===== config.mk =====
export PLATFORM = sky130hd
export DESIGN_NAME = mptw_flush_controller
export DESIGN_NICKNAME = d
export VERILOG_FILES = /design/src/rtl/mptw_pkg.sv /design/src/rtl/mptw_flush_controller.sv
export SDC_FILE = /design/constraint.sdc
export NUM_CORES = 1
export LEC_CHECK = 0
export CORE_MARGIN = 2
export CORE_UTILIZATION = 37
export DETAILED_ROUTE_END_ITERATION = 8
export PLACE_DENSITY = 0.77
export SLEW_MARGIN = 20
export SYNTH_ARGS = -nofsm -noshare
export SYNTH_HDL_FRONTEND = slang
export SYNTH_SLANG_ARGS = --single-unit
export TNS_END_PERCENT = 10

===== constraint.sdc =====
create_clock -name clk_i -period 1.6 [get_ports clk_i]
set_input_delay 0.32 -clock clk_i [delete_from_list [all_inputs] [get_ports clk_i]]
set_output_delay 0.32 -clock clk_i [all_outputs]
set_load 0.005 [all_outputs]

===== src/rtl/mptw_pkg.sv =====
// Shared MPT-walker types: per-stage flush command/status encodings and the
// flush controller FSM state.
package mptw_pkg;

  typedef enum logic [1:0] {
    MPT_FLUSH_NONE = 2'd0,
    MPT_FLUSH_SPEC = 2'd1,
    MPT_FLUSH_ALL  = 2'd2
  } mptw_flush_ctrl_e;

  typedef enum logic {
    MPT_FLUSHED_NONE      = 1'b0,
    MPT_FLUSHED_COMPLETED = 1'b1
  } mptw_flush_status_e;

  typedef enum logic [1:0] {
    FLUSH_ST_IDLE  = 2'd0,
    FLUSH_ST_ISSUE = 2'd1,
    FLUSH_ST_DRAIN = 2'd2,
    FLUSH_ST_RESP  = 2'd3
  } mptw_flush_state_e;

endpackage


===== src/rtl/mptw_flush_controller.sv =====
// Flush initiator for the MPT-walker pipeline: issues per-stage flush commands,
// collects acks/busy, holds upstream and returns one completion. Optional
// watchdog enabled by defining MPTW_FLUSH_TIMEOUT_EN.
module mptw_flush_controller
  import mptw_pkg::*;
#(
  parameter int unsigned NUM_STAGES     = 4,
  parameter int unsigned TIMEOUT_CYCLES = 64
) (
  input  logic                    clk_i,
  input  logic                    rst_ni,
  // Handshakes: a transfer happens on a cycle where valid & ready are both 1;
  // valid never depends on ready, and the initiator holds valid/payload stable
  // until the transfer.
  input  logic                    req_valid_i,
  output logic                    req_ready_o,
  input  mptw_flush_ctrl_e        req_type_i,
  output mptw_flush_ctrl_e        m_ctrl_flush_o     [NUM_STAGES],
  input  mptw_flush_status_e      s_status_flushed_i [NUM_STAGES],
  input  logic [NUM_STAGES-1:0]   s_status_busy_i,
  input  logic [NUM_STAGES-1:0]   s_status_stalled_i,
  output logic                    hold_o,
  output logic                    any_stalled_o,
  output logic                    rsp_valid_o,
  input  logic                    rsp_ready_i,
  output logic                    rsp_timeout_o,
  output mptw_flush_state_e       state_o
);

  mptw_flush_state_e     state_q, state_d;
  mptw_flush_ctrl_e      type_q, type_d;
  logic [NUM_STAGES-1:0] ack_q, ack_d, ack_now;
  logic                  timeout_q, timeout_d;
  logic                  rst_done_q;
  logic                  any_stalled_q;
  logic                  accept;
  logic                  timeout_hit;

  assign accept = req_valid_i & req_ready_o;

`ifdef MPTW_FLUSH_TIMEOUT_EN
  localparam int unsigned TIMER_W = $clog2(TIMEOUT_CYCLES + 1);
  localparam logic [TIMER_W-1:0] TIMER_MAX  = TIMER_W'(TIMEOUT_CYCLES);
  localparam logic [TIMER_W-1:0] TIMER_LAST = TIMER_W'(TIMEOUT_CYCLES - 1);

  logic [TIMER_W-1:0] timer_q;
  logic               timer_run;

  assign timer_run = (state_q == FLUSH_ST_ISSUE) || (state_q == FLUSH_ST_DRAIN);

  // Saturating: the watchdog must never wrap back into a "fresh" window.
  always_ff @(posedge clk_i or negedge rst_ni) begin
    if (!rst_ni) begin
      timer_q <= '0;
    end else if (accept) begin
      timer_q <= '0;
    end else if (timer_run && (timer_q != TIMER_MAX)) begin
      timer_q <= timer_q + 1'b1;
    end
  end

  // Fires on the cycle whose increment brings the count to TIMEOUT_CYCLES.
  assign timeout_hit = timer_run && (timer_q >= TIMER_LAST);
`else
  logic unused_timeout_cfg;
  assign unused_timeout_cfg = ^TIMEOUT_CYCLES;
  assign timeout_hit        = 1'b0;
`endif

  always_comb begin
    ack_now = '0;
    for (int i = 0; i < NUM_STAGES; i++) begin
      ack_now[i] = (s_status_flushed_i[i] == MPT_FLUSHED_COMPLETED);
    end
  end

  always_ff @(posedge clk_i or negedge rst_ni) begin
    if (!rst_ni) begin
      state_q       <= FLUSH_ST_IDLE;
      type_q        <= MPT_FLUSH_NONE;
      ack_q         <= '0;
      timeout_q     <= 1'b0;
      rst_done_q    <= 1'b0;
      any_stalled_q <= 1'b0;
    end else begin
      state_q       <= state_d;
      type_q        <= type_d;
      ack_q         <= ack_d;
      timeout_q     <= timeout_d;
      rst_done_q    <= 1'b1;
      any_stalled_q <= |s_status_stalled_i;
    end
  end

  always_comb begin
    state_d   = state_q;
    type_d    = type_q;
    ack_d     = ack_q;
    timeout_d = timeout_q;
    unique case (state_q)
      FLUSH_ST_IDLE: begin
        if (accept) begin
          type_d    = req_type_i;
          ack_d     = '0;
          timeout_d = 1'b0;
          state_d   = (req_type_i == MPT_FLUSH_NONE) ? FLUSH_ST_RESP : FLUSH_ST_ISSUE;
        end
      end
      FLUSH_ST_ISSUE: begin
        ack_d = ack_q | ack_now;
        // Normal completion wins over a watchdog expiring in the same cycle.
        if (&(ack_q | ack_now)) begin
          state_d = (type_q == MPT_FLUSH_ALL) ? FLUSH_ST_DRAIN : FLUSH_ST_RESP;
        end else if (timeout_hit) begin
          state_d   = FLUSH_ST_RESP;
          timeout_d = 1'b1;
        end
      end
      FLUSH_ST_DRAIN: begin
        if (~|s_status_busy_i) begin
          state_d = FLUSH_ST_RESP;
        end else if (timeout_hit) begin
          state_d   = FLUSH_ST_RESP;
          timeout_d = 1'b1;
        end
      end
      FLUSH_ST_RESP: begin
        if (rsp_ready_i) begin
          state_d = FLUSH_ST_IDLE;
        end
      end
      default: state_d = FLUSH_ST_IDLE;
    endcase
  end

  // Stages already acked drop back to NONE so they are never re-flushed.
  always_comb begin
    for (int i = 0; i < NUM_STAGES; i++) begin
      m_ctrl_flush_o[i] = MPT_FLUSH_NONE;
      if ((state_q == FLUSH_ST_ISSUE) && !ack_q[i]) begin
        m_ctrl_flush_o[i] = type_q;
      end
    end
  end

  assign req_ready_o   = rst_done_q && (state_q == FLUSH_ST_IDLE);
  assign hold_o        = (state_q != FLUSH_ST_IDLE);
  assign rsp_valid_o   = (state_q == FLUSH_ST_RESP);
  assign rsp_timeout_o = (state_q == FLUSH_ST_RESP) && timeout_q;
  assign any_stalled_o = any_stalled_q;
  assign state_o       = state_q;

endmodule


==> reports/results.md <==
| Quantity | Reported | Unit |
|:---|:---|:---|
| Sequential cell area fraction in the yosys report | 42.37 | % |
| Die extent in x | 43.95 | um |
| Data arrival time of the critical path | 1250 | ps |
| Vias per Instance | 5.154 | - |
| Data required time of the critical path | 1280 | ps |
| Core occupancy in the finished layout | 68.69 | % |
| Relative contribution of sequential cells to total power | 26.8 | % |
| Final Hold Violating Endpoints | 0 | - |
| Outcome | finished, final reports clean | - |
| Boundary pin count | 33 | - |
| Count of antenna-violating nets left after detailed routing | 0 | - |
| Htree depth | 1 | - |
| Number of synthesis warnings | 0 | - |
| P_int | 1.101 | mW |
| Drt first pass iters | 4 | - |
| Setup repair after global routing missed its margin | true | - |
| Final Total Pwr | 1.810 | mW |
| Total standard cell area after synthesis | 590.6 | um^2 |
| Cell depth of the worst flop-to-flop path | 6 | - |
| Flop-to-flop setup slack | 170 | ps |
| Critical setup path kind | flip-flop to output pin | - |
| Sw Share | 39.17 | % |
| CTS tree | yes | - |
| Fraction of synthesis flops using an asynchronous set or reset pin | 100.0 | % |
| Via count of the first global-routing pass | 629 | - |
| Total number of nets in the final design | 131 | - |
| Height of the die | 43.95 | um |
| Pins Over Slew Limit | 0 | - |
| Post-route clock skew | 10.76 | ps |
| Library cell used as clock root buffer | clkbuf_4 | - |
| Startpoint Class | flip-flop | - |
| Estimated wirelength of the detail-placed design | 1.241 | mm |
| Number of buffer and inverter instances along the worst setup path | 2 | - |
| Cell-by-cell listing of the critical path | buf_6 -> ha_4 -> nand2_4 -> nor2_1 -> clkbuf_2 | - |
| Fmax | 636.6 | MHz |
| Placed instance count | 116 | - |
| Commonest cells after routing, fill and taps aside | 19 x clkdlybuf4s50_1, 10 x dfrtp_1, 9 x nor2_1, 8 x a21oi_1, 8 x clkbuf_2 | - |
| First DRT Iteration DRCs | 4 | - |
| Sink Count | 10 | - |
| Origin of the critical flop-to-flop path | state_o[0] | - |
| Via count | 634 | - |
| Worst-case vdd ir drop | 0.8432 | mV |
| Synthesized net count | 88 | - |
| Gate Count Post-Synth | 65 | - |
| Hold bufs inserted after CTS | 0 | - |
| Setup TNS after final layout | 0 | ps |
| Leakage power summed over all cells | 0.4922 | nW |
| Kind of cell with the highest combined delay on the critical path | flip-flops | - |
| Row count | 14 | - |
| CTS buffer count | 3 | - |
| Fraction of layout instances using a drive strength above 1 | 34.58 | % |
| First-pass GRT wire length | 2.532 | mm |
| Slowest-stage cell, CP | dfrtp_1 | - |
| Number of buffers inserted by port buffering | 31 | - |
| Total Routing Usage GR | 18.61 | % |
| Effective utilization at floorplan | 39.20 | % |
| Core Area | 1506 | um^2 |
| Setup Viol. Count Final | 0 | - |
| Pin count of the biggest net entering global routing | 11 | - |
| Post-synth cell types | 22 | - |
| CTS max path bufs | 2 | - |
| Power density over the cells | 1749 | nW/um^2 |
| Switching power | 708.9 | uW |
| Syn-to-layout area delta | 75.21 | % |
| Die area | 1932 | um^2 |
| GR Overflow Total | 0 | - |
| Clock Power Share | 12.9 | % |
| Worst path max stage delay | 370 | ps |
| Antenna violations before repair | 0 | - |
| Clock-pin slew of the registers on the worst-case setup and hold paths | 80 | ps |
| Largest driver fanout on the critical path | 4 | - |
| Reported max-cap violation count | 0 | - |
| Final period utilization | 98.19 | % |
| Combinational share of power | 60.3 | % |
| DRC violation count after routing | 0 | - |
| Worst Hold Class | input pin to asynchronous set/reset pin | - |
| Number of standard cells in the layout, taps in and fillers out | 123 | - |
| Commonest non-fill, non-tap cell in the layout | clkdlybuf4s50_1 | - |
| Number of flops mapped to enable cells by yosys | 0 | - |
| R2R Path End | state_o[0] | - |
| Worst hold slack | 360.0 | ps |
| Ant. Diodes | 0 | - |
| #FFs+latches synth | 10 | - |
| Synthesized area per cell | 9.086 | um^2 |
| Gp weighted congestion | 0.7550 | - |
| Final Routed Wirelength | 1.657 | mm |
| Most used flip-flop cell after synthesis | dfrtp_1 | - |
| Per-cell routed wire length | 13.47 | um |
| Clock latency of the later-clocked register in the worst-skew pair | 270 | ps |
| Critical Path Sink Type | output pin | - |
| Final period demand of the worst path | 1571 | ps |
cell type report:
cell class,count,area [um^2]
Fill cell,130,471.7
Multi-Input combinational cell,50,372.9
Timing Repair Buffer,40,341.6
Sequential cell,10,250.2
Clock buffer,4,36.28
Tap cell,16,20.02
Inverter,3,13.76
power by group through the flow:
stage | Clock, mW | Combinational [mW] | Sequential (mW)
floorplan | 0 | 0.486 | 0.447
global placement | 0 | 0.947 | 0.458
detailed placement | 0 | 0.966 | 0.459
CTS | 0.240 | 1.05 | 0.462
global route | 0.255 | 1.20 | 0.502
finish | 0.234 | 1.09 | 0.484
metrics by stage:
step                instance area [um^2]  setup slack [ps]
finish                              1035             29.03
global route                        1035            -49.55
CTS                                 1037            -84.96
detailed placement                 954.7            -142.2
global placement                   954.7            -120.5
floorplan                          590.6             132.0
cells in the mapped netlist, drive strengths merged, types with 2 or more instances:
| cell | n | share of area (%) |
|---|---|---|
| a21oi | 8 | 6.8 |
| conb | 2 | 1.3 |
| dfrtp | 10 | 42 |
| ha | 5 | 11 |
| inv | 3 | 1.9 |
| mux2 | 2 | 3.8 |
| mux2i | 2 | 3.4 |
| nand2 | 5 | 3.2 |
| nand2b | 2 | 2.1 |
| nor2 | 13 | 8.3 |
| o21ai | 2 | 1.7 |
| o22ai | 2 | 2.1 |
registers in the layout, summed over array words and instances, names as in the netlist:
signal         flops
state_o            2
type_q             2
any_stalled_o      1
ack_q              4
rst_done_q         1
metal layers:
| layer | global-route usage [%] | share of wire (%) | vias to the layer above | wire length (um) |
|---|---|---|---|---|
| li1 | - | - | 303 | - |
| met1 | 20.47 | 37 | 302 | 620 |
| met2 | 32.35 | 55 | 27 | 913 |
| met3 | 5.000 | 6.7 | 2 | 111 |
| met4 | 9.697 | 0.60 | 0 | 10 |
| met5 | 0 | 0 | - | 0 |
kinds of logic (layout without fill, tap and decap cells):
| logic type | Yosys count | count (layout) | synth area share (%) |
|---|---|---|---|
| buffers and inverters | 5 | 47 | 3.813 |
| AND/OR/NAND/NOR | 24 | 24 | 18.43 |
| AO/OA/AOI/OAI | 15 | 15 | 16.31 |
| other | 2 | 2 | 1.272 |
| multiplexers | 4 | 4 | 7.203 |
| adder cells (fa/ha/maj) | 5 | 5 | 10.59 |
| flip-flops | 10 | 10 | 42.37 |
how the worst max path moves through the flow:
stage | from | to | slack, ps | cells after the start
2_1_floorplan | state_o[0] | type_q[0] | 130 | 5
3_3_place_gp | state_o[1] | m_ctrl_flush_o[0] | -120 | 5
3_5_place_dp | state_o[1] | m_ctrl_flush_o[0] | -140 | 5
4_1_cts | state_o[0] | m_ctrl_flush_o[3] | -80 | 5
5_1_grt | state_o[0] | m_ctrl_flush_o[6] | -50 | 5
6_report | state_o[0] | m_ctrl_flush_o[6] | 30 | 5
worst register-to-register path, cell delays in order (launching register included):
cell       delay [ps]
dfrtp_1           370
buf_6             120
inv_4              40
buf_4             140
ha_1              240
a211o_1           290
a2bb2oi_1         130
timing repair:
item | CTS | global route
gates cloned | 0 | 0
pin swaps | 1 | 2
setup endpoints to repair | 12 | 13
setup buffers | 2 | 1
resized for setup | 27 | 24
(Power assumes the default switching activity.)
